<file path="config.mk">
export PLATFORM = sky130hd
export DESIGN_NAME = axis_compress_verb
export DESIGN_NICKNAME = d
export VERILOG_FILES = /design/src/rtl/axis_compress_verb.sv
export SDC_FILE = /design/constraint.sdc
export NUM_CORES = 1
export LEC_CHECK = 0
export ABC_AREA = 1
export BUFFER_PORTS_ARGS = -buffer_cell sky130_fd_sc_hd__buf_2
export CAP_MARGIN = 15
export CORE_MARGIN = 1.5
export CORE_UTILIZATION = 35
export CTS_CLUSTER_SIZE = 12
export DETAILED_ROUTE_END_ITERATION = 8
export PLACE_DENSITY = 0.49
export SLEW_MARGIN = 20
export SYNTH_ARGS = -nofsm -noshare
export SYNTH_HDL_FRONTEND = slang
export SYNTH_SLANG_ARGS = --single-unit
</file>
<file path="constraint.sdc">
create_clock -name aclk -period 4.9 [get_ports aclk]
set_input_delay 0.245 -clock aclk [delete_from_list [all_inputs] [get_ports aclk]]
set_output_delay 0.245 -clock aclk [all_outputs]
set_load 0.005 [all_outputs]
</file>
<file path="src/rtl/axis_compress_verb.sv">
// -----------------------------------------------------------------------------
// axis_compress_verb
//
// Run-length compressor for AXI-stream address streams. Each incoming beat on
// the unzip side is an ASIZE-bit address. Runs of addresses that each equal the
// previous address plus STEP (modulo 2^ASIZE) collapse into one record on the
// zip side: {start address, run length - 1}. Zip records feed the range
// uncompressor directly and expand back to the original beats and tlast.
//
// Ports
//   aclk               clock
//   aresetn            asynchronous active-low reset (async assert, sync release)
//   axis_unzip_tdata   incoming address                        [ASIZE-1:0]
//   axis_unzip_tvalid  incoming beat valid
//   axis_unzip_tlast   last beat of packet
//   axis_unzip_tready  beat accepted when tvalid && tready
//   axis_zip_tdata     record {start, length-1}                [ASIZE+LSIZE-1:0]
//   axis_zip_tvalid    record valid
//   axis_zip_tlast     last record of packet
//   axis_zip_tready    downstream ready
// -----------------------------------------------------------------------------
module axis_compress_verb #(
   parameter int ASIZE = 8,
   parameter int LSIZE = 8,
   parameter int STEP  = 1
) (
   input  logic                   aclk,
   input  logic                   aresetn,
   input  logic [ASIZE-1:0]       axis_unzip_tdata,
   input  logic                   axis_unzip_tvalid,
   input  logic                   axis_unzip_tlast,
   output logic                   axis_unzip_tready,
   output logic [ASIZE+LSIZE-1:0] axis_zip_tdata,
   output logic                   axis_zip_tvalid,
   output logic                   axis_zip_tlast,
   input  logic                   axis_zip_tready
);

   typedef enum logic [1:0] {
      S_IDLE,   // no open run
      S_RUN,    // run open in run_start/run_cnt/last_addr
      S_FLUSH   // single-beat closing record waiting in hold_addr
   } state_t;

   localparam logic [LSIZE-1:0] CNT_MAX = '1;

   state_t           state;
   logic [ASIZE-1:0] run_start;
   logic [LSIZE-1:0] run_cnt;     // beats in open run minus one
   logic [ASIZE-1:0] last_addr;
   logic [ASIZE-1:0] hold_addr;   // beat that opened the pending FLUSH record

   logic [ASIZE-1:0] expected_addr;
   logic             slot_free;
   logic             accept;
   logic             continuation;

   // Truncation to ASIZE bits makes the wrap from all-ones to zero consecutive.
   assign expected_addr = last_addr + ASIZE'(STEP);
   assign continuation  = (axis_unzip_tdata == expected_addr) && (run_cnt != CNT_MAX);
   assign slot_free     = !axis_zip_tvalid || axis_zip_tready;

   // NOTE: state resets to IDLE, which alone would raise tready during reset;
   // gating with aresetn keeps the input closed for the whole reset window.
   assign axis_unzip_tready = aresetn && (state != S_FLUSH) && slot_free;
   assign accept            = axis_unzip_tvalid && axis_unzip_tready;

   // NOTE: all state and outputs update with non-blocking assignments so every
   // read in this block sees the pre-edge value, and later loads override the
   // earlier slot-clear without ordering hazards.
   always_ff @(posedge aclk or negedge aresetn) begin
      if (!aresetn) begin
         state           <= S_IDLE;
         run_start       <= '0;
         run_cnt         <= '0;
         last_addr       <= '0;
         hold_addr       <= '0;
         axis_zip_tdata  <= '0;
         axis_zip_tvalid <= 1'b0;
         axis_zip_tlast  <= 1'b0;
      end else begin
         // Slot empties on handshake unless a load below refills it.
         if (axis_zip_tvalid && axis_zip_tready)
            axis_zip_tvalid <= 1'b0;

         unique case (state)
            S_IDLE: begin
               if (accept) begin
                  if (axis_unzip_tlast) begin
                     // Single-beat packet: emit directly, no run opened.
                     axis_zip_tvalid <= 1'b1;
                     axis_zip_tdata  <= {axis_unzip_tdata, {LSIZE{1'b0}}};
                     axis_zip_tlast  <= 1'b1;
                  end else begin
                     run_start <= axis_unzip_tdata;
                     run_cnt   <= '0;
                     last_addr <= axis_unzip_tdata;
                     state     <= S_RUN;
                  end
               end
            end

            S_RUN: begin
               if (accept) begin
                  if (continuation) begin
                     if (axis_unzip_tlast) begin
                        axis_zip_tvalid <= 1'b1;
                        axis_zip_tdata  <= {run_start, run_cnt + LSIZE'(1)};
                        axis_zip_tlast  <= 1'b1;
                        state           <= S_IDLE;
                     end else begin
                        run_cnt   <= run_cnt + LSIZE'(1);
                        last_addr <= axis_unzip_tdata;
                     end
                  end else begin
                     // Break: close the open run, the new beat starts another.
                     axis_zip_tvalid <= 1'b1;
                     axis_zip_tdata  <= {run_start, run_cnt};
                     axis_zip_tlast  <= 1'b0;
                     if (axis_unzip_tlast) begin
                        hold_addr <= axis_unzip_tdata;
                        state     <= S_FLUSH;
                     end else begin
                        run_start <= axis_unzip_tdata;
                        run_cnt   <= '0;
                        last_addr <= axis_unzip_tdata;
                     end
                  end
               end
            end

            S_FLUSH: begin
               if (slot_free) begin
                  axis_zip_tvalid <= 1'b1;
                  axis_zip_tdata  <= {hold_addr, {LSIZE{1'b0}}};
                  axis_zip_tlast  <= 1'b1;
                  state           <= S_IDLE;
               end
            end

            default: state <= S_IDLE;
         endcase
      end
   end

endmodule

</file>
==> metrics.yaml <==
status:
  status: "complete, no violations"
timing:
  fin_skew_ns: 0.00851
  rsz0062_at_grt: "no"
  max_freq_mhz: 342
  max_slew_margin: 0.540
  hold_violations: 0
  fin_tns_setup_ns: 0
  finalCritPeriodShare: 0.596
  setup_viol: 0
  min_period_ns: 2.92
  maxSlewViolCount: 0
  tightest_slew_ns: 0.691
global_route:
  grt_overflow_total: 0
  grt_max_degree: 53
  grt_pass1_vias: 2362
  grt_pass1_wl_mm: 12.2
  antenna_found_initial: 0
  track_usage: 0.158
drt:
  dr.pass1.iters: 5
  via_per_inst: 4.76
  wirelength_mm: 7.31
  drc_errors: 0
  vias: 2634
  drtIter0Drc: 202
  post_drt_wl_per_cell_um: 13.2
  drtAntennaViolNets: 0
synth:
  synthTopCellsByArea: "dfrtp_1, nand2_1, nand3_1"
  yosys-top-cells-count: "nand2_1, dfrtp_1, inv_1"
  yosysWarnings: 0
  synth_ff_type: "dfrtp_1"
  synth_top_area_cell: "dfrtp_1"
  ys_ff_latch: 52
  syn_inst: 418
  synth_top_area_share: 0.416
  ys_seq_area_frac: 0.416
  yosysUniqueCellTypes: 34
  async_flop_share: 1.00
  syn_avg_cell_area_um2: 7.49
  netlist_area_mm2: 0.00313
  synth_nets: 437
  synth-edff-count: 0
  synth.most_common_cell: "nand2_1"
layout:
  layout-drive-gt1-share: 0.173
  num_antenna_cells: 0
  multi_input_area_mm2: 0.00153
  seqCellArea_mm2: 0.00130
  fin_util: 0.395
  final_nets: 463
  num-fill-cells: 922
  syn_to_final_growth_pct: 9.68
clock_tree:
  cts_tree: "built"
  cts_sinks: 52
  htreeDepth: 2
  clock-root-buffer: "clkbuf_8"
  clock_path_buffers: 2
  post_cts_buffers: 0
  ctsResizeCount: 0
  ctsHoldBuffers: 0
  cts-buffers-inserted: 5
  clock_latency_ns: 0.31
  clkSlewWorstSetupHoldPaths_ns: 0.11
worst_setup_path:
  regToRegSetupSlack_ns: 1.98
  required_ns: 5.15
  r2r_start: "state[1]$_DFFE_PN0P_"
  startpoint: "state[1]$_DFFE_PN0P_"
  crit_arrival_ns: 3.17
  cp-end-kind: "flop"
  critical_path_class: "reg2reg"
  cp_max_fo: 21
  crit_path_start_kind: "flop"
floorplan:
  dieArea_mm2: 0.00952
  start_util: 0.361
  placementRows: 34
  core_mm2: 0.00868
  io_pins: 32
  die_x_um: 97.6
  die_y_um: 97.6
pwr:
  internal-power_uw: 1000
  p_clk_frac: 0.144
  power_frac_comb: 0.480
  power.density_mw_per_mm2: 545
  power_switching_share: 0.463
  p_switching_uw: 865
  irDropWorstVdd_mv: 0.227
  seqPwrFrac: 0.375
  cellLeakagePower_uw: 0.00178
place:
  routabilityCongestion: 0.856
  dp_hpwl_mm: 5.27
  portBuffers: 31
run:
  maxCapViolCount: 0
min_path:
  hold_class: "in2async"
## stage by stage
| stage | std cells | hold slack [ns] | cell area, um2 | total power [uW] | setup slack, ns |
|---|---|---|---|---|---|
| 3_5_place_dp | 545 | 0.461 | 3340 | 1620 | 1.97 |
| 4_1_cts | 553 | 0.106 | 3430 | 1890 | 1.94 |
| 2_1_floorplan | 418 | -0.0506 | 3130 | 1430 | 2.98 |
| 6_report | 553 | 0.0639 | 3430 | 1870 | 1.98 |
| 3_3_place_gp | 545 | 0.459 | 3340 | 1610 | 2.10 |
| 5_1_grt | 553 | 0.138 | 3430 | 2050 | 1.67 |
## cell type report
| type | count | area share |
|---|---|---|
| Multi-Input combinational cell | 299 | 0.447 |
| Sequential cell | 52 | 0.379 |
| Timing Repair Buffer | 32 | 0.0474 |
| Tap cell | 108 | 0.0394 |
| Inverter | 54 | 0.0591 |
| Clock inverter | 3 | 0.00802 |
| Clock buffer | 5 | 0.0201 |
## sequential cells by signal, indices dropped and copies added, names as in the netlist
name and cells:
axis_zip_tlast 1, last_addr 8, run_start 8, state 2, axis_zip_tdata 16, run_cnt 8, hold_addr 8, axis_zip_tvalid 1
## power by group through the flow
stage / Combinational (uW) / Clock [uW] / Sequential, uW
after floorplan: 736 / 0 / 691
after global placement: 902 / 0 / 710
after detailed placement: 903 / 0 / 712
after CTS: 907 / 284 / 703
after global routing: 1030 / 297 / 729
final: 898 / 269 / 702
## path summary, 6_finish.rpt
kind / to / cells past startpoint
setup / recovery: run_start[6]$_DFFE_PN0P_ / 8
hold / removal: state[0]$_DFFE_PN0P_ / 2
setup reg to reg: run_start[6]$_DFFE_PN0P_ / 8
hold reg to reg: axis_zip_tdata[9]$_DFFE_PN0P_ / 2
max in group asynchronous: axis_zip_tdata[7]$_DFFE_PN0P_ / 2
min in group aclk: run_start[1]$_DFFE_PN0P_ / 3
## per-layer routing
layer  GRT usage  vias to the layer above  wire, um  part of all wire
li1            -                     1383         -                 -
met1       0.245                     1176      3820              0.52
met2       0.228                       67      3030              0.41
met3      0.0245                        8       382             0.052
met4      0.0396                        0        81             0.011
met5           0                        -         0                 0
## cell usage in the layout (no fill, tap or decap), types with 2 or more instances in the layout
| cell | Yosys | final |
|---|---|---|
| o21ai_2 | 6 | 6 |
| clkbuf_8 | 0 | 5 |
| nor2_4 | 2 | 2 |
| nor3_1 | 3 | 3 |
| ha_1 | 6 | 6 |
| a21oi_2 | 4 | 4 |
| nand2_1 | 133 | 133 |
| nand3_1 | 35 | 35 |
| nor2_2 | 5 | 5 |
| nand3_2 | 3 | 3 |
| xor2_1 | 7 | 7 |
| o22ai_1 | 2 | 2 |
| o21ai_1 | 19 | 19 |
| nand3b_1 | 3 | 3 |
| xnor2_1 | 2 | 2 |
| clkinv_1 | 3 | 3 |
| buf_2 | 4 | 31 |
| o21ai_0 | 17 | 17 |
| nor2_1 | 27 | 27 |
| nand4_2 | 2 | 2 |
| dfrtp_1 | 52 | 52 |
| nand2_2 | 5 | 5 |
| inv_1 | 43 | 43 |
| a21oi_1 | 6 | 6 |
| a221oi_1 | 7 | 7 |
| inv_2 | 8 | 8 |
## critical path, stage by stage, from the launching register on
cell and delay [ns]:
dfrtp_1 0.41, inv_1 0.10, ha_1 0.47, inv_1 0.26, a21oi_1 0.23, nand2_1 0.43
nor2_2 0.71, nor2_1 0.11, a21oi_2 0.12
## cell families after synthesis
family          share of synthesized area
simple gates                        0.312
compound gates                      0.129
fa+ha+maj                          0.0240
flops                               0.416
buf+inv                            0.0940
xor+xnor                           0.0252
Note: power is estimated with default switching activity, not from simulation.
